File: src/rtl/mux4_arbiter_pkg.sv
// Shared types and constants for the four-requester round-robin arbiter.
// Holds the FSM state encoding and the round-robin pick helper.
package mux4_arbiter_pkg;

  localparam int NUM_REQ = 4;
  localparam int SEL_W   = 2;

  typedef enum logic {
    IDLE = 1'b0,
    BUSY = 1'b1
  } state_e;

  // First set request bit scanning ptr, ptr+1, ... (mod NUM_REQ).
  function automatic logic [SEL_W-1:0] rr_pick(input logic [NUM_REQ-1:0] req,
                                               input logic [SEL_W-1:0]   ptr);
    logic [SEL_W-1:0] idx;
    logic             found;
    rr_pick = ptr;
    found   = 1'b0;
    for (int i = 0; i < NUM_REQ; i++) begin
      idx = ptr + SEL_W'(i);
      if (!found && req[idx]) begin
        rr_pick = idx;
        found   = 1'b1;
      end
    end
  endfunction

endpackage

File: src/rtl/mux4_arbiter_mux4.sv
// Shared 4:1 datapath built as a tree of three 2:1 muxes.
// Purely combinational; out_data carries no register stage.
module mux2 #(
  parameter int WIDTH = 8
) (
  input  logic [WIDTH-1:0] a,
  input  logic [WIDTH-1:0] b,
  input  logic             s,
  output logic [WIDTH-1:0] y
);
  assign y = s ? b : a;
endmodule

module mux4
  import mux4_arbiter_pkg::*;
#(
  parameter int WIDTH = 8
) (
  input  logic [WIDTH-1:0] d0,
  input  logic [WIDTH-1:0] d1,
  input  logic [WIDTH-1:0] d2,
  input  logic [WIDTH-1:0] d3,
  input  logic [SEL_W-1:0] sel,
  output logic [WIDTH-1:0] y
);
  logic [WIDTH-1:0] lo;
  logic [WIDTH-1:0] hi;

  mux2 #(.WIDTH(WIDTH)) u_lo  (.a(d0), .b(d1), .s(sel[0]), .y(lo));
  mux2 #(.WIDTH(WIDTH)) u_hi  (.a(d2), .b(d3), .s(sel[0]), .y(hi));
  mux2 #(.WIDTH(WIDTH)) u_out (.a(lo), .b(hi), .s(sel[1]), .y(y));
endmodule

File: src/rtl/mux4_arbiter.sv
// Round-robin arbiter granting one of four requesters a shared datapath
// for a whole burst; an IDLE cycle always separates consecutive grants.
module mux4_arbiter
  import mux4_arbiter_pkg::*;
#(
  parameter int WIDTH = 8
) (
  input  logic               clk,
  input  logic               reset,
  input  logic [NUM_REQ-1:0] req,
  input  logic [NUM_REQ-1:0] last,
  input  logic [WIDTH-1:0]   d0,
  input  logic [WIDTH-1:0]   d1,
  input  logic [WIDTH-1:0]   d2,
  input  logic [WIDTH-1:0]   d3,
  input  logic               out_ready,
  output logic [NUM_REQ-1:0] gnt,
  output logic [SEL_W-1:0]   sel,
  output logic               out_valid,
  output logic [WIDTH-1:0]   out_data
);

  state_e             state_q, state_d;
  logic [SEL_W-1:0]   ptr_q, ptr_d;
  logic [SEL_W-1:0]   sel_q, sel_d;
  logic [NUM_REQ-1:0] gnt_q, gnt_d;

  always_comb begin
    state_d   = state_q;
    ptr_d     = ptr_q;
    sel_d     = sel_q;
    gnt_d     = gnt_q;
    out_valid = 1'b0;
    case (state_q)
      IDLE: begin
        gnt_d = '0;
        if (|req) begin
          sel_d        = rr_pick(req, ptr_q);
          gnt_d[sel_d] = 1'b1;
          state_d      = BUSY;
        end
      end
      BUSY: begin
        out_valid = req[sel_q];
        // Release on a final beat or when the owner abandons the burst.
        if (!req[sel_q] || (out_ready && last[sel_q])) begin
          state_d = IDLE;
          gnt_d   = '0;
          ptr_d   = sel_q + SEL_W'(1);
        end
      end
      default: state_d = IDLE;
    endcase
  end

  always_ff @(posedge clk) begin
    if (reset) begin
      state_q <= IDLE;
      ptr_q   <= '0;
      sel_q   <= '0;
      gnt_q   <= '0;
    end else begin
      state_q <= state_d;
      ptr_q   <= ptr_d;
      sel_q   <= sel_d;
      gnt_q   <= gnt_d;
    end
  end

  assign gnt = gnt_q;
  assign sel = sel_q;

  mux4 #(.WIDTH(WIDTH)) u_mux4 (
    .d0  (d0),
    .d1  (d1),
    .d2  (d2),
    .d3  (d3),
    .sel (sel_q),
    .y   (out_data)
  );

endmodule

File: config.mk
export PLATFORM = sky130hd
export DESIGN_NAME = mux4_arbiter
export DESIGN_NICKNAME = d
export VERILOG_FILES = /design/src/rtl/mux4_arbiter_pkg.sv /design/src/rtl/mux4_arbiter_mux4.sv /design/src/rtl/mux4_arbiter.sv
export SDC_FILE = /design/constraint.sdc
export NUM_CORES = 1
export LEC_CHECK = 0
export BUFFER_PORTS_ARGS = -buffer_cell sky130_fd_sc_hd__buf_2
export CORE_AREA = 2 2 50 52
export DETAILED_ROUTE_END_ITERATION = 8
export DIE_AREA = 0 0 52 54
export PLACE_DENSITY = 0.84
export REMOVE_ABC_BUFFERS = 1
export SETUP_SLACK_MARGIN = 0.4
export SLEW_MARGIN = 0
export SYNTH_ARGS = -nofsm -noshare
export SYNTH_HDL_FRONTEND = slang
export SYNTH_SLANG_ARGS = --single-unit
File: constraint.sdc
create_clock -name clk -period 1.6 [get_ports clk]
set_clock_uncertainty 0.15 [all_clocks]
set_input_delay 0.32 -clock clk [delete_from_list [all_inputs] [get_ports clk]]
set_output_delay 0.32 -clock clk [all_outputs]
set_load 0.05 [all_outputs]
## Word-level counts from Yosys, hierarchy flattened

Cells that the tools add are included.
Widths: inputs -> output; s select.

| word-level totals | value |
|---|---|
| register bits | 9 |
| output and inout port bits | 15 |
| logic and storage cells | 68 |

| cells by class | value |
|---|---|
| add/sub/neg operators | 4 |
| $lt $le $gt $ge | 7 |
| eq/ne operators | 1 |
| muxes and demuxes | 38 |
| bitwise gates (word level) | 1 |
| reduce and logical (&&, ||, !) cells | 13 |

Operators by type and width:

| cell | number |
|---|---|
| $mux 8 | 3 |
| $mux 1 | 19 |
| $lt 2x3->1 const B | 6 |
| $bmux 1 s2 | 6 |
| $mux 2 | 5 |
| $mux 4 | 2 |
| $pmux 4 s2 | 1 |
| $logic_and 1x1->1 | 5 |
| $add 2x1->2 const B | 2 |
| $add 2x2->2 const B | 2 |
| $logic_not 1->1 | 4 |
| $reduce_and 2->1 | 2 |
| $reduce_or 4->1 | 1 |
| $demux 1 s2 | 1 |
| $ge 2x1->1 const B | 1 |
| $ne 2x1->1 const B | 1 |
| $pmux 1 s2 | 1 |
| $logic_or 1x1->1 | 1 |
| $not 1->1 | 1 |

## Logic depth before layout (Yosys ltp)

| logic depth | value |
|---|---|
| depth in word-level cells | 26 |
| gate-level depth with buffers | 6 |

## Modules after synthesis

A second synthesis with hierarchy kept.

| second synthesis, totals | value |
|---|---|
| cell total of the unflattened synthesis | 88 |
| area, all modules | 910.9 µm² |

Modules (own cells, without submodules):

| module | times used | cells each | area an instance (µm²) | seq. area each (µm²) |
|---|---|---|---|---|
| mux4_arbiter | 1 | 61 | 516.7 | 180.2 |
| mux2 | 3 | 9 | 131.4 | 0.0 |

## Worst setup path before layout

No wires, ideal clock.

| timing | value |
|---|---|
| path type | reg-to-output |
| start point | register sel_q[0], in the netlist sel[0] |
| end point | output out_valid |
| arrival | 1.570 ns |
| data required time | 1.130 ns |
| slack | -0.440 ns |
| cell stages (with the launch flop) | 5 |
| path buffers | 1 |
| cells stage by stage | dfxtp_1 -> buf_4 -> mux2i_1 -> mux2_2 -> nor2b_1 |

| between the ends | value |
|---|---|
| longest elaborated chain between the ends | 3 |

Ends and longest elaborated chain:

| what | line | source |
|---|---|---|
| start, declared | mux4_arbiter.sv:25 | `logic [SEL_W-1:0] sel_q, sel_d;` |
| start signal, assigned | mux4_arbiter.sv:65 | `sel_q <= sel_d;` |
| $bmux 1 s2 | mux4_arbiter.sv:44 | `out_valid = req[sel_q];` |
| $mux 1 (implied by the code) | mux4_arbiter.sv:44 |  |
| $mux 1 | mux4_arbiter.sv:34 | `case (state_q)` |
| end, declared | mux4_arbiter.sv:19 | `output logic out_valid,` |

Every way passes these cells. The select of a mux whose other input is x is not followed.

## Worst setup path after layout

| timing | value |
|---|---|
| start point | register sel_q[0], in the netlist sel[0] |
| end point | output out_data[2] |

| between the ends | value |
|---|---|
| longest elaborated chain between the ends | 2 |
| elaborated cells between the ends (all ways) | 3 |
| those cells by class | mux: 3 |

Ends and longest elaborated chain:

| what | line | source |
|---|---|---|
| $mux 8 | mux4_arbiter_mux4.sv:11 | `assign y = s ? b : a;` |
| $mux 8 (*) | mux4_arbiter_mux4.sv:11 |  |
| end, declared | mux4_arbiter.sv:20 | `output logic [WIDTH-1:0] out_data` |

Mark *: on every way between the ends. The rest lies on a longest branch, timed or not.

==> out/results.tsv <==
metric	value	unit
max_cap viols	0	
failing checks	negative setup slack	
clk slew on worst S/H paths	0.06	ns
Slew HR	78.4	%
Critical Path AT	1.46	ns
DR pass1 iterations	4	
CTS tree	yes	
Power Density	726	nW/um^2
Initial Util	33.0	%
I/O pin total	58	
setup ws final	-0.327	ns
CTS Hold Buffers Added	0	
Seq/Total Area, Yosys	23.5	%
Synth cell types	33	
initial antenna violation count	0	
post-DP HPWL	1870	um
fin util	60.1	%
Worst setup EP type	output port	
most common cell after layout, fill and taps aside	buf_2	
run status	finished, violations left	
critical path launch point type	flop	
Hold WS	0.170	ns
P&R area growth vs syn	82.2	%
DR iter-0 viols	7	
DRC	0	
Final Cell Area	1400	sq um
Fmax	0.519	GHz
Crit path required time	1.13	ns
die span in y	54	um
Die W	52	um
Gate Count Post-Synth	75	
first-pass GRT wire length	3530	um
post-place setup slack	-0.146	ns
Worst Hold Class	input pin to flop	
final hold viol count	0	
DRT Wirelength	2550	um
CORE AREA	2320	sq um
minimum clock period	1.93	ns
adder-cell area share of the yosys netlist	0	%
placed cell areas	1130	sq um
XOR/XNOR Fraction of Synth Area	1.14	%
Tcrit/Tclk final	120	%
antenna viol nets, final	0	
# rows	18	
worst-margin pin slew	0.324	ns
Worst Path Max Fanout	5	
vias in the first global route	896	
Max Transition Viols Final	0	
CP Class	flop to output port	
cts bufs inserted	3	
Pleak	0.630	nW
CTS max path bufs	2	
peak supply drop	0.000372	V
mux share of post-synthesis cell area	31.5	%
GR Overflow Total	0	
most frequent cells in the layout	buf_2 (42), buf_6 (13), buf_4 (10), mux4_2 (8), nor2_1 (8)	
vias	905	
Sum Neg Setup Slack	-3.71	ns
Die ar.	2810	sq um
layout cells sized above 1	73.1	%
maximum number of pins on one net before global-route repair	10	
Seq cells post-synth	9	
Total Routing Usage GR	17.4	%
Mean Syn Cell Area	10.2	sq um
H-tree Lvls	1	
root buf cell	clkbuf_4	
worst-skew pair later-pin latency	0.27	ns
endpoints failing setup	16	
Vias per Instance	5.17	
WL per Instance	14.6	um
Synth Area in Compound Gates	16.0	%
Clock Sink Count	9	
Yosys Warn Count	0	
Port Buffers	57	
Synth Area in Simple Gates	21.9	%
mapped cell area	766	sq um
largest family of logic cells by synthesized area	multiplexers	
RD Place Congestion	0.752	
RSZ-0062 raised after global routing	yes	
diode count	0	
Nets	189	
## power breakdown
group	switching [W]	internal [W]
logic	0.000286	0.000273
clock network	0.0000880	0.0000966
registers	0.0000251	0.000243
total	0.000399	0.000613
## critical path, stage by stage, from the launching register on
cell and delay, ns:
dfxtp_4 0.37, buf_6 0.13, mux4_2 0.52, buf_6 0.17
## Yosys cell counts (all sizes together)
cell type / number / share of area [%]
dfxtp: 9 / 24
mux4: 8 / 24
nor2: 8 / 3.9
nand2: 7 / 3.4
a21oi: 6 / 4.4
buf: 5 / 4.1
mux2i: 5 / 6.5
nor2b: 4 / 4.2
a22oi: 2 / 2.0
o21ai: 2 / 1.8
or3: 2 / 1.6
a211oi: 1 / 0.98
a21o: 1 / 1.1
and2b: 1 / 1.1
and3b: 1 / 1.1
clkbuf: 1 / 1.8
mux2: 1 / 1.5
nand2b: 1 / 0.82
nor3: 1 / 0.65
nor3b: 1 / 2.5
nor4: 1 / 1.6
o21a: 1 / 0.98
o21ba: 1 / 1.3
o22ai: 1 / 0.82
o41a: 1 / 1.5
o41ai: 1 / 1.1
or2: 1 / 0.82
xor2: 1 / 1.1
## sequential cells by signal (all words and copies together) (netlist names)
register and flops:
ptr_q 2, sel 2, state_q 1, gnt 4
## layer usage
layer	wire, um	track usage [%]
met1	855	14.1
met4	74	12.3
met3	275	3.89
met2	1350	35.9
met5	0	0
## final timing paths
check,start,to,slack [ns],cells past startpoint
worst min-delay path,reset,ptr_q[0]$_SDFFE_PP0P_,0.17,2
worst max-delay path,sel[0]$_SDFFE_PP0P_,out_data[2],-0.33,3
worst min register to register,gnt[0]$_SDFFE_PP0P_,gnt[0]$_SDFFE_PP0P_,0.34,2
worst max register to register,sel[0]$_SDFFE_PP0P_,gnt[2]$_SDFFE_PP0P_,-0.16,7
## per-stage QoR
step,total power (W),instances
finish,0.00101,175
global route,0.00106,175
CTS,0.000995,172
detailed placement,0.000708,167
global placement,0.000698,167
floorplan,0.000561,69
## cells by family after synthesis
logic type                after synthesis
muxes                                  14
buffers and inverters                   6
DFF                                     9
AOI/OAI and AO/OA                      17
and+or+nand+nor                        28
xor gates and xnor gates                1
## what timing repair did
action                     CTS  global route
setup endpoints to repair   24            24
pin swaps                    6             5
resized for setup           58             6
setup buffers                1             3
## layout make-up
class,instances,area [sq um]
multi-input combinational,60,597
timing repair buffer,72,537
sequential,9,198
clock buffer,4,26.3
fill,182,925
tap,30,37.5
Power figures use the tool's default switching activity.
